[src/rtl/exception_controller_if.sv]
// Bundle between the writeback stage and the exception controller: exception
// requests, interrupt levels and masks, flush handshake, and vector outputs.
interface exception_controller_if;
    logic        UndefW;
    logic        SWIW;
    logic        PrefetchAbortW;
    logic        DataAbortW;
    logic        IRQ;
    logic        FIQ;
    logic        IBitW;
    logic        FBitW;
    logic [31:0] PCW;
    logic        FlushAckW;
    logic        FlushReqW;
    logic [6:0]  VectorAddressW;
    logic [31:0] LinkAddrW;
    logic [4:0]  NewModeW;
    logic        SetIW;
    logic        SetFW;
    logic        BusyW;

    // Pipeline side: raises requests, answers the flush handshake.
    modport master (
        output UndefW, SWIW, PrefetchAbortW, DataAbortW,
        output IRQ, FIQ, IBitW, FBitW, PCW, FlushAckW,
        input  FlushReqW, VectorAddressW, LinkAddrW, NewModeW,
        input  SetIW, SetFW, BusyW
    );

    // Controller side.
    modport slave (
        input  UndefW, SWIW, PrefetchAbortW, DataAbortW,
        input  IRQ, FIQ, IBitW, FBitW, PCW, FlushAckW,
        output FlushReqW, VectorAddressW, LinkAddrW, NewModeW,
        output SetIW, SetFW, BusyW
    );
endinterface

[src/rtl/exception_controller.sv]
// Exception sequencer: prioritises writeback-stage exceptions and interrupts,
// flushes the pipeline, then presents a one-cycle vector with link and mode.
module exception_controller (
    input  logic                 clk,
    input  logic                 reset,
    exception_controller_if.slave bus
);

    typedef enum logic [1:0] {
        BOOT   = 2'd0,
        IDLE   = 2'd1,
        FLUSH  = 2'd2,
        VECTOR = 2'd3
    } state_t;

    // Exception index doubles as the bit position in VectorAddressW.
    localparam logic [2:0] EXC_RESET = 3'd0;
    localparam logic [2:0] EXC_UNDEF = 3'd1;
    localparam logic [2:0] EXC_SWI   = 3'd2;
    localparam logic [2:0] EXC_PABT  = 3'd3;
    localparam logic [2:0] EXC_DABT  = 3'd4;
    localparam logic [2:0] EXC_IRQ   = 3'd5;
    localparam logic [2:0] EXC_FIQ   = 3'd6;

    localparam logic [4:0] MODE_SVC = 5'b10011;
    localparam logic [4:0] MODE_UND = 5'b11011;
    localparam logic [4:0] MODE_ABT = 5'b10111;
    localparam logic [4:0] MODE_IRQ = 5'b10010;
    localparam logic [4:0] MODE_FIQ = 5'b10001;

    function automatic logic [4:0] mode_of(input logic [2:0] idx);
        logic [4:0] m;
        case (idx)
            EXC_UNDEF: m = MODE_UND;
            EXC_SWI:   m = MODE_SVC;
            EXC_PABT:  m = MODE_ABT;
            EXC_DABT:  m = MODE_ABT;
            EXC_IRQ:   m = MODE_IRQ;
            EXC_FIQ:   m = MODE_FIQ;
            default:   m = MODE_SVC;
        endcase
        return m;
    endfunction

    // Data abort returns past the faulting instruction's prefetch slot.
    function automatic logic [31:0] link_of(input logic [2:0] idx, input logic [31:0] pc);
        logic [31:0] l;
        if (idx == EXC_DABT) begin
            l = pc + 32'd8;
        end else begin
            l = pc + 32'd4;
        end
        return l;
    endfunction

    function automatic logic [6:0] onehot_of(input logic [2:0] idx);
        logic [6:0] v;
        case (idx)
            EXC_RESET: v = 7'b0000001;
            EXC_UNDEF: v = 7'b0000010;
            EXC_SWI:   v = 7'b0000100;
            EXC_PABT:  v = 7'b0001000;
            EXC_DABT:  v = 7'b0010000;
            EXC_IRQ:   v = 7'b0100000;
            EXC_FIQ:   v = 7'b1000000;
            default:   v = 7'b0000000;
        endcase
        return v;
    endfunction

    state_t      state_r;
    logic        boot_armed_r;
    logic [3:0]  pending_r;
    logic [2:0]  exc_idx_r;
    logic [31:0] pc_r;
    logic [4:0]  mode_r;

    logic        flush_req_r;
    logic [6:0]  vector_r;
    logic [31:0] link_out_r;
    logic [4:0]  mode_out_r;
    logic        set_i_r;
    logic        set_f_r;
    logic        busy_r;

    // Bit order: 0 Undef, 1 SWI, 2 Prefetch Abort, 3 Data Abort.
    logic [3:0]  sync_req_s;
    logic [3:0]  eff_sync_s;
    logic        irq_eff_s;
    logic        fiq_eff_s;
    logic        any_req_s;
    logic [2:0]  win_idx_s;

    assign sync_req_s = {bus.DataAbortW, bus.PrefetchAbortW, bus.SWIW, bus.UndefW};
    assign eff_sync_s = pending_r | sync_req_s;
    assign irq_eff_s  = bus.IRQ & ~bus.IBitW;
    assign fiq_eff_s  = bus.FIQ & ~bus.FBitW;
    assign any_req_s  = (|eff_sync_s) | irq_eff_s | fiq_eff_s;

    // Fixed-priority winner selection among effective requests.
    always_comb begin
        win_idx_s = EXC_RESET;
        if (eff_sync_s[3]) begin
            win_idx_s = EXC_DABT;
        end else if (fiq_eff_s) begin
            win_idx_s = EXC_FIQ;
        end else if (irq_eff_s) begin
            win_idx_s = EXC_IRQ;
        end else if (eff_sync_s[2]) begin
            win_idx_s = EXC_PABT;
        end else if (eff_sync_s[0]) begin
            win_idx_s = EXC_UNDEF;
        end else if (eff_sync_s[1]) begin
            win_idx_s = EXC_SWI;
        end else begin
            win_idx_s = EXC_RESET;
        end
    end

    // Sequencer FSM; outputs are registered alongside the state they belong to.
    always_ff @(posedge clk) begin
        if (reset) begin
            state_r      <= BOOT;
            boot_armed_r <= 1'b1;
            pending_r    <= 4'd0;
            exc_idx_r    <= EXC_RESET;
            pc_r         <= 32'd0;
            mode_r       <= 5'd0;
            flush_req_r  <= 1'b0;
            vector_r     <= 7'd0;
            link_out_r   <= 32'd0;
            mode_out_r   <= 5'd0;
            set_i_r      <= 1'b0;
            set_f_r      <= 1'b0;
            busy_r       <= 1'b0;
        end else begin
            case (state_r)
                BOOT: begin
                    // First post-reset edge shows the reset vector; the next leaves BOOT.
                    if (boot_armed_r) begin
                        boot_armed_r <= 1'b0;
                        vector_r     <= onehot_of(EXC_RESET);
                        link_out_r   <= 32'd0;
                        mode_out_r   <= MODE_SVC;
                        set_i_r      <= 1'b1;
                        set_f_r      <= 1'b1;
                        busy_r       <= 1'b1;
                        flush_req_r  <= 1'b0;
                    end else begin
                        state_r      <= IDLE;
                        vector_r     <= 7'd0;
                        link_out_r   <= 32'd0;
                        mode_out_r   <= 5'd0;
                        set_i_r      <= 1'b0;
                        set_f_r      <= 1'b0;
                        busy_r       <= 1'b0;
                        flush_req_r  <= 1'b0;
                    end
                end
                IDLE: begin
                    if (any_req_s) begin
                        state_r     <= FLUSH;
                        exc_idx_r   <= win_idx_s;
                        pc_r        <= bus.PCW;
                        mode_r      <= mode_of(win_idx_s);
                        pending_r   <= 4'd0;
                        flush_req_r <= 1'b1;
                        busy_r      <= 1'b1;
                    end else begin
                        pending_r   <= pending_r | sync_req_s;
                        flush_req_r <= 1'b0;
                        busy_r      <= 1'b0;
                    end
                end
                FLUSH: begin
                    if (bus.FlushAckW) begin
                        state_r     <= VECTOR;
                        flush_req_r <= 1'b0;
                        vector_r    <= onehot_of(exc_idx_r);
                        link_out_r  <= link_of(exc_idx_r, pc_r);
                        mode_out_r  <= mode_r;
                        set_i_r     <= 1'b1;
                        set_f_r     <= (exc_idx_r == EXC_FIQ) || (exc_idx_r == EXC_RESET);
                        busy_r      <= 1'b1;
                    end else begin
                        flush_req_r <= 1'b1;
                        busy_r      <= 1'b1;
                    end
                end
                VECTOR: begin
                    state_r     <= IDLE;
                    vector_r    <= 7'd0;
                    link_out_r  <= 32'd0;
                    mode_out_r  <= 5'd0;
                    set_i_r     <= 1'b0;
                    set_f_r     <= 1'b0;
                    busy_r      <= 1'b0;
                    flush_req_r <= 1'b0;
                end
                default: begin
                    state_r      <= BOOT;
                    boot_armed_r <= 1'b1;
                    pending_r    <= 4'd0;
                    vector_r     <= 7'd0;
                    link_out_r   <= 32'd0;
                    mode_out_r   <= 5'd0;
                    set_i_r      <= 1'b0;
                    set_f_r      <= 1'b0;
                    busy_r       <= 1'b0;
                    flush_req_r  <= 1'b0;
                end
            endcase
        end
    end

    assign bus.FlushReqW      = flush_req_r;
    assign bus.VectorAddressW = vector_r;
    assign bus.LinkAddrW      = link_out_r;
    assign bus.NewModeW       = mode_out_r;
    assign bus.SetIW          = set_i_r;
    assign bus.SetFW          = set_f_r;
    assign bus.BusyW          = busy_r;

endmodule

[src/flat_wrapper.sv]
// flat-port wrapper written by rule: the top's interface ports become plain ports
module exception_controller_flat 
  (clk, reset, bus_UndefW, bus_SWIW, bus_PrefetchAbortW, bus_DataAbortW, bus_IRQ, bus_FIQ, bus_IBitW, bus_FBitW, bus_PCW, bus_FlushAckW, bus_FlushReqW, bus_VectorAddressW, bus_LinkAddrW, bus_NewModeW, bus_SetIW, bus_SetFW, bus_BusyW);
  exception_controller_if bus_i ();
  input  logic clk;
  input  logic reset;
  input wire logic [$bits(bus_i.UndefW)-1:0] bus_UndefW;
  input wire logic [$bits(bus_i.SWIW)-1:0] bus_SWIW;
  input wire logic [$bits(bus_i.PrefetchAbortW)-1:0] bus_PrefetchAbortW;
  input wire logic [$bits(bus_i.DataAbortW)-1:0] bus_DataAbortW;
  input wire logic [$bits(bus_i.IRQ)-1:0] bus_IRQ;
  input wire logic [$bits(bus_i.FIQ)-1:0] bus_FIQ;
  input wire logic [$bits(bus_i.IBitW)-1:0] bus_IBitW;
  input wire logic [$bits(bus_i.FBitW)-1:0] bus_FBitW;
  input wire logic [$bits(bus_i.PCW)-1:0] bus_PCW;
  input wire logic [$bits(bus_i.FlushAckW)-1:0] bus_FlushAckW;
  output wire logic [$bits(bus_i.FlushReqW)-1:0] bus_FlushReqW;
  output wire logic [$bits(bus_i.VectorAddressW)-1:0] bus_VectorAddressW;
  output wire logic [$bits(bus_i.LinkAddrW)-1:0] bus_LinkAddrW;
  output wire logic [$bits(bus_i.NewModeW)-1:0] bus_NewModeW;
  output wire logic [$bits(bus_i.SetIW)-1:0] bus_SetIW;
  output wire logic [$bits(bus_i.SetFW)-1:0] bus_SetFW;
  output wire logic [$bits(bus_i.BusyW)-1:0] bus_BusyW;
  assign bus_i.UndefW = bus_UndefW;
  assign bus_i.SWIW = bus_SWIW;
  assign bus_i.PrefetchAbortW = bus_PrefetchAbortW;
  assign bus_i.DataAbortW = bus_DataAbortW;
  assign bus_i.IRQ = bus_IRQ;
  assign bus_i.FIQ = bus_FIQ;
  assign bus_i.IBitW = bus_IBitW;
  assign bus_i.FBitW = bus_FBitW;
  assign bus_i.PCW = bus_PCW;
  assign bus_i.FlushAckW = bus_FlushAckW;
  assign bus_FlushReqW = bus_i.FlushReqW;
  assign bus_VectorAddressW = bus_i.VectorAddressW;
  assign bus_LinkAddrW = bus_i.LinkAddrW;
  assign bus_NewModeW = bus_i.NewModeW;
  assign bus_SetIW = bus_i.SetIW;
  assign bus_SetFW = bus_i.SetFW;
  assign bus_BusyW = bus_i.BusyW;
  exception_controller u_core (.clk(clk), .reset(reset), .bus(bus_i));
endmodule
[config.mk]
export PLATFORM = sky130hd
export DESIGN_NAME = exception_controller_flat
export DESIGN_NICKNAME = d
export VERILOG_FILES = /design/src/rtl/exception_controller_if.sv /design/src/rtl/exception_controller.sv /design/src/flat_wrapper.sv
export SDC_FILE = /design/constraint.sdc
export NUM_CORES = 1
export LEC_CHECK = 0
export ABC_AREA = 1
export BUFFER_PORTS_ARGS = -buffer_cell sky130_fd_sc_hd__buf_2
export CORE_MARGIN = 1.5
export CORE_UTILIZATION = 59
export DETAILED_ROUTE_END_ITERATION = 8
export GPL_TIMING_DRIVEN = 0
export PLACE_DENSITY_LB_ADDON = 0.1
export SKIP_CTS_REPAIR_TIMING = 1
export SYNTH_ARGS = -nofsm -noshare
export SYNTH_HDL_FRONTEND = slang
export SYNTH_SLANG_ARGS = --single-unit
[constraint.sdc]
create_clock -name clk -period 2.95 [get_ports clk]
set_input_delay 0.7375 -clock clk [delete_from_list [all_inputs] [get_ports clk]]
set_output_delay 0.7375 -clock clk [all_outputs]
set_load 0.02 [all_outputs]
==> key figures <==
Cells and area
  – Total Nets Final: approximately 780
  – Sequential cell area: 1900 um^2
  – Share of cells above drive strength 1: about 18%
  – Multi-input gate area: 2080 um^2
  – Fin area: 5090 um^2
  – Area delta synth->final: 18.6%
  – Fill count: 619
  – Diode count: 0
  – Fin util: 73.7%

Pwr
  – PD cells: approximately 900 nW/um^2
  – Maximum vdd drop: 0.649 mV
  – Leak: 2.40 nW

Detailed routing
  – DRC: 0
  – Antenna Nets Post-Route: 0
  – Initial DRC Count: 359
  – DRT Pass-1 Iters: 5
  – Via count: 4550
  – Final WL: 12400 um
  – Via density: 5.48
  – Post-DR wirelength/cell: approximately 15 um

Clock network
  – Clock buffer depth: 2
  – Worst-skew pair later-pin latency: 0.36 ns
  – H-Tree Level Count: 3
  – CTS tree: done
  – Clock Sinks: 95
  – Root buffer cell: clkbuf_8
  – CTS Buf Count: 9
  – Clk slew on worst S/H paths: 0.09 ns

Timing
  – Min cycle time layout: 2.15 ns
  – Slew margin rel.: between 60% and 70%
  – Setup_tns: 0 ns
  – Fmax: 465 MHz
  – Final slew viol count: 0
  – RSZ-0062 raised after global routing: no
  – Final Hold Viols: 0
  – Tightest Pin Transition: 0.585 ns
  – Endpoints failing setup: 0
  – Min Hold Slack: 0.446 ns
  – Worst Clk Skew: between 0.008 and 0.009 ns
  – Period Utilization, post-route: 72.9%

Setup path
  – Crit. End Element: flop
  – Crit path kind: flop to flop
  – Crit path required time: 3.26 ns
  – Crit start category: flop
  – Crit path DAT: 2.46 ns
  – Peak fanout along the critical path: 9

Placement
  – RePlAce Congestion: 0.956
  – Placed cell areas: 4870 um^2
  – Post-DP HPWL: 9390 um
  – PortBufs: 90

Outcome
  – Status: finished, final reports clean

Logic synthesis
  – Top_reg_cell synth: dfxtp_1
  – Avg Inst Size Synth: 6.83 um^2
  – Post-synth ARST share: 0%
  – Yosys reg bits: 95
  – Sequential area share after synthesis: between 40% and 50%
  – Synth top area share: 44.3%
  – Synth area leaders: dfxtp_1, nand2_1, nor2_1
  – Syn Inst Count: roughly 630
  – Yosys cell types: 30
  – Synthesized cell area: 4300 um^2
  – Post-synth EDFFs: 0
  – Syn nets: 680
  – Cell accounting for the most synthesized area: dfxtp_1
  – Syn. warnings: 0

Die
  – Chip width: 88.3 um
  – Core region area: between 6000 and 7000 um^2
  – I/O pins: 91
  – Initial Util: 62.2%
  – Die area: a little under 8000 um^2
  – Row Count: 30
  – Die H: 88.3 um

Hold path
  – Hold crit path type: flop to flop

GRT
  – Vias in the first global route: 4180
  – GRT overflow: 0
  – Largest net degree at the start of global routing: 15
  – Total Routing Usage GR: approximately 33%
  – Initial antenna violation count: 0
  – First-pass GRT wire length: 19100 um

Job
  – Max Cap Viol: 0
==> cell type report <==
class	count	share of cell area [%]
multi-input combinational	457	40.8
tap	96	2.36
clock buffer	11	2.58
buffer	19	1.92
timing repair buffer	90	8.85
clock inverter	4	1.87
inverter	58	4.28
sequential	95	37.3
==> worst max-delay path, stage by stage (launching register included) <==
cell and delay [ns]:
dfxtp_1 0.42, inv_1 0.11, ha_1 0.26, inv_2 0.10, nor2_1 0.08, nor2_4 0.20, nand2_1 0.14, nor2_4 0.21
inv_1 0.22, a21oi_1 0.16, o21ai_0 0.12, nand2_1 0.08
==> placed cells by master, fill, tap and decap left out <==
master and instances:
clkbuf_1 8, inv_1 55, inv_2 3, nand2_1 170, nand4_1 4, nor2_2 4, ha_1 8, nor2_4 2
bufinv_16 3, nand2_2 1, o21ai_0 45, a31oi_1 1, a31o_2 1, o21ai_4 1, nor3_1 3, nor2_1 94
buf_4 4, a21boi_0 1, nand3_1 53, buf_2 99, o21ai_1 26, clkbuf_8 9, and2_1 1, dfxtp_1 95
or2_2 1, a211oi_1 1, o22ai_1 1, o21bai_1 1, and3_1 2, clkinv_2 1, o31ai_1 1, a22oi_1 2
a21oi_1 33
==> per-stage QoR <==
stage	instances	setup slack [ns]	power [mW]
2_1_floorplan	629	1.17	3.00
6_report	830	0.799	4.60
5_1_grt	830	0.684	4.85
3_5_place_dp	815	0.701	3.58
3_3_place_gp	815	0.729	3.51
4_1_cts	830	0.841	4.56
==> path summary, 6_finish.rpt <==
| path | from | end | slack [ns] | depth (start not counted) |
|---|---|---|---|---|
| hold / removal | u_core.pending_r[2] | u_core.pending_r[2] | 0.45 | 2 |
| setup reg to reg | u_core.state_r[0] | u_core.bus.LinkAddrW[8] | 0.80 | 11 |
| setup / recovery | u_core.state_r[0] | u_core.bus.LinkAddrW[8] | 0.80 | 11 |
| hold reg to reg | u_core.pending_r[2] | u_core.pending_r[2] | 0.45 | 2 |
==> metal layers <==
layer | GRT usage, % | wire (um) | share of wire (%) | vias up
met5 | 0 | 0 | 0 | -
met4 | 14.2 | 413 | 3.3 | 0
met3 | 4.10 | 801 | 6.5 | 38
met2 | 58.2 | 5980 | 48 | 233
met1 | 39.5 | 5220 | 42 | 2062
li1 | - | - | - | 2217
==> registers in the layout (all words and copies together) (netlist names), 2 cells and up <==
name	cells
u_core.bus.LinkAddrW	32
u_core.mode_r	5
u_core.bus.VectorAddressW	7
u_core.pending_r	4
u_core.state_r	2
u_core.pc_r	32
u_core.exc_idx_r	3
u_core.bus.NewModeW	5
==> cell usage after synthesis (3+ instances only) <==
cell type	instances
buf_4	4
nor2_1	94
nand3_1	53
ha_1	8
o21ai_0	45
nand2_1	170
a21oi_1	33
dfxtp_1	95
nand4_1	4
inv_1	55
clkbuf_1	6
nor3_1	3
inv_2	3
o21ai_1	26
nor2_2	4
buf_2	9
==> kinds of logic after synthesis <==
logic type	share of synthesized area [%]
adder cells (fa/ha/maj)	2.33
AO/OA/AOI/OAI	14.0
flip-flops	44.3
buffers and inverters	7.34
AND/OR/NAND/NOR	32.0
==> power breakdown <==
part           switching, mW  leakage [nW]  internal [mW]  total (mW)
combinational           1.16          1.51          0.515        1.67
clock                  0.446         0.113          0.558        1.00
sequential             0.290         0.777           1.63        1.92
No activity file was read; power rests on OpenSTA's default activity.
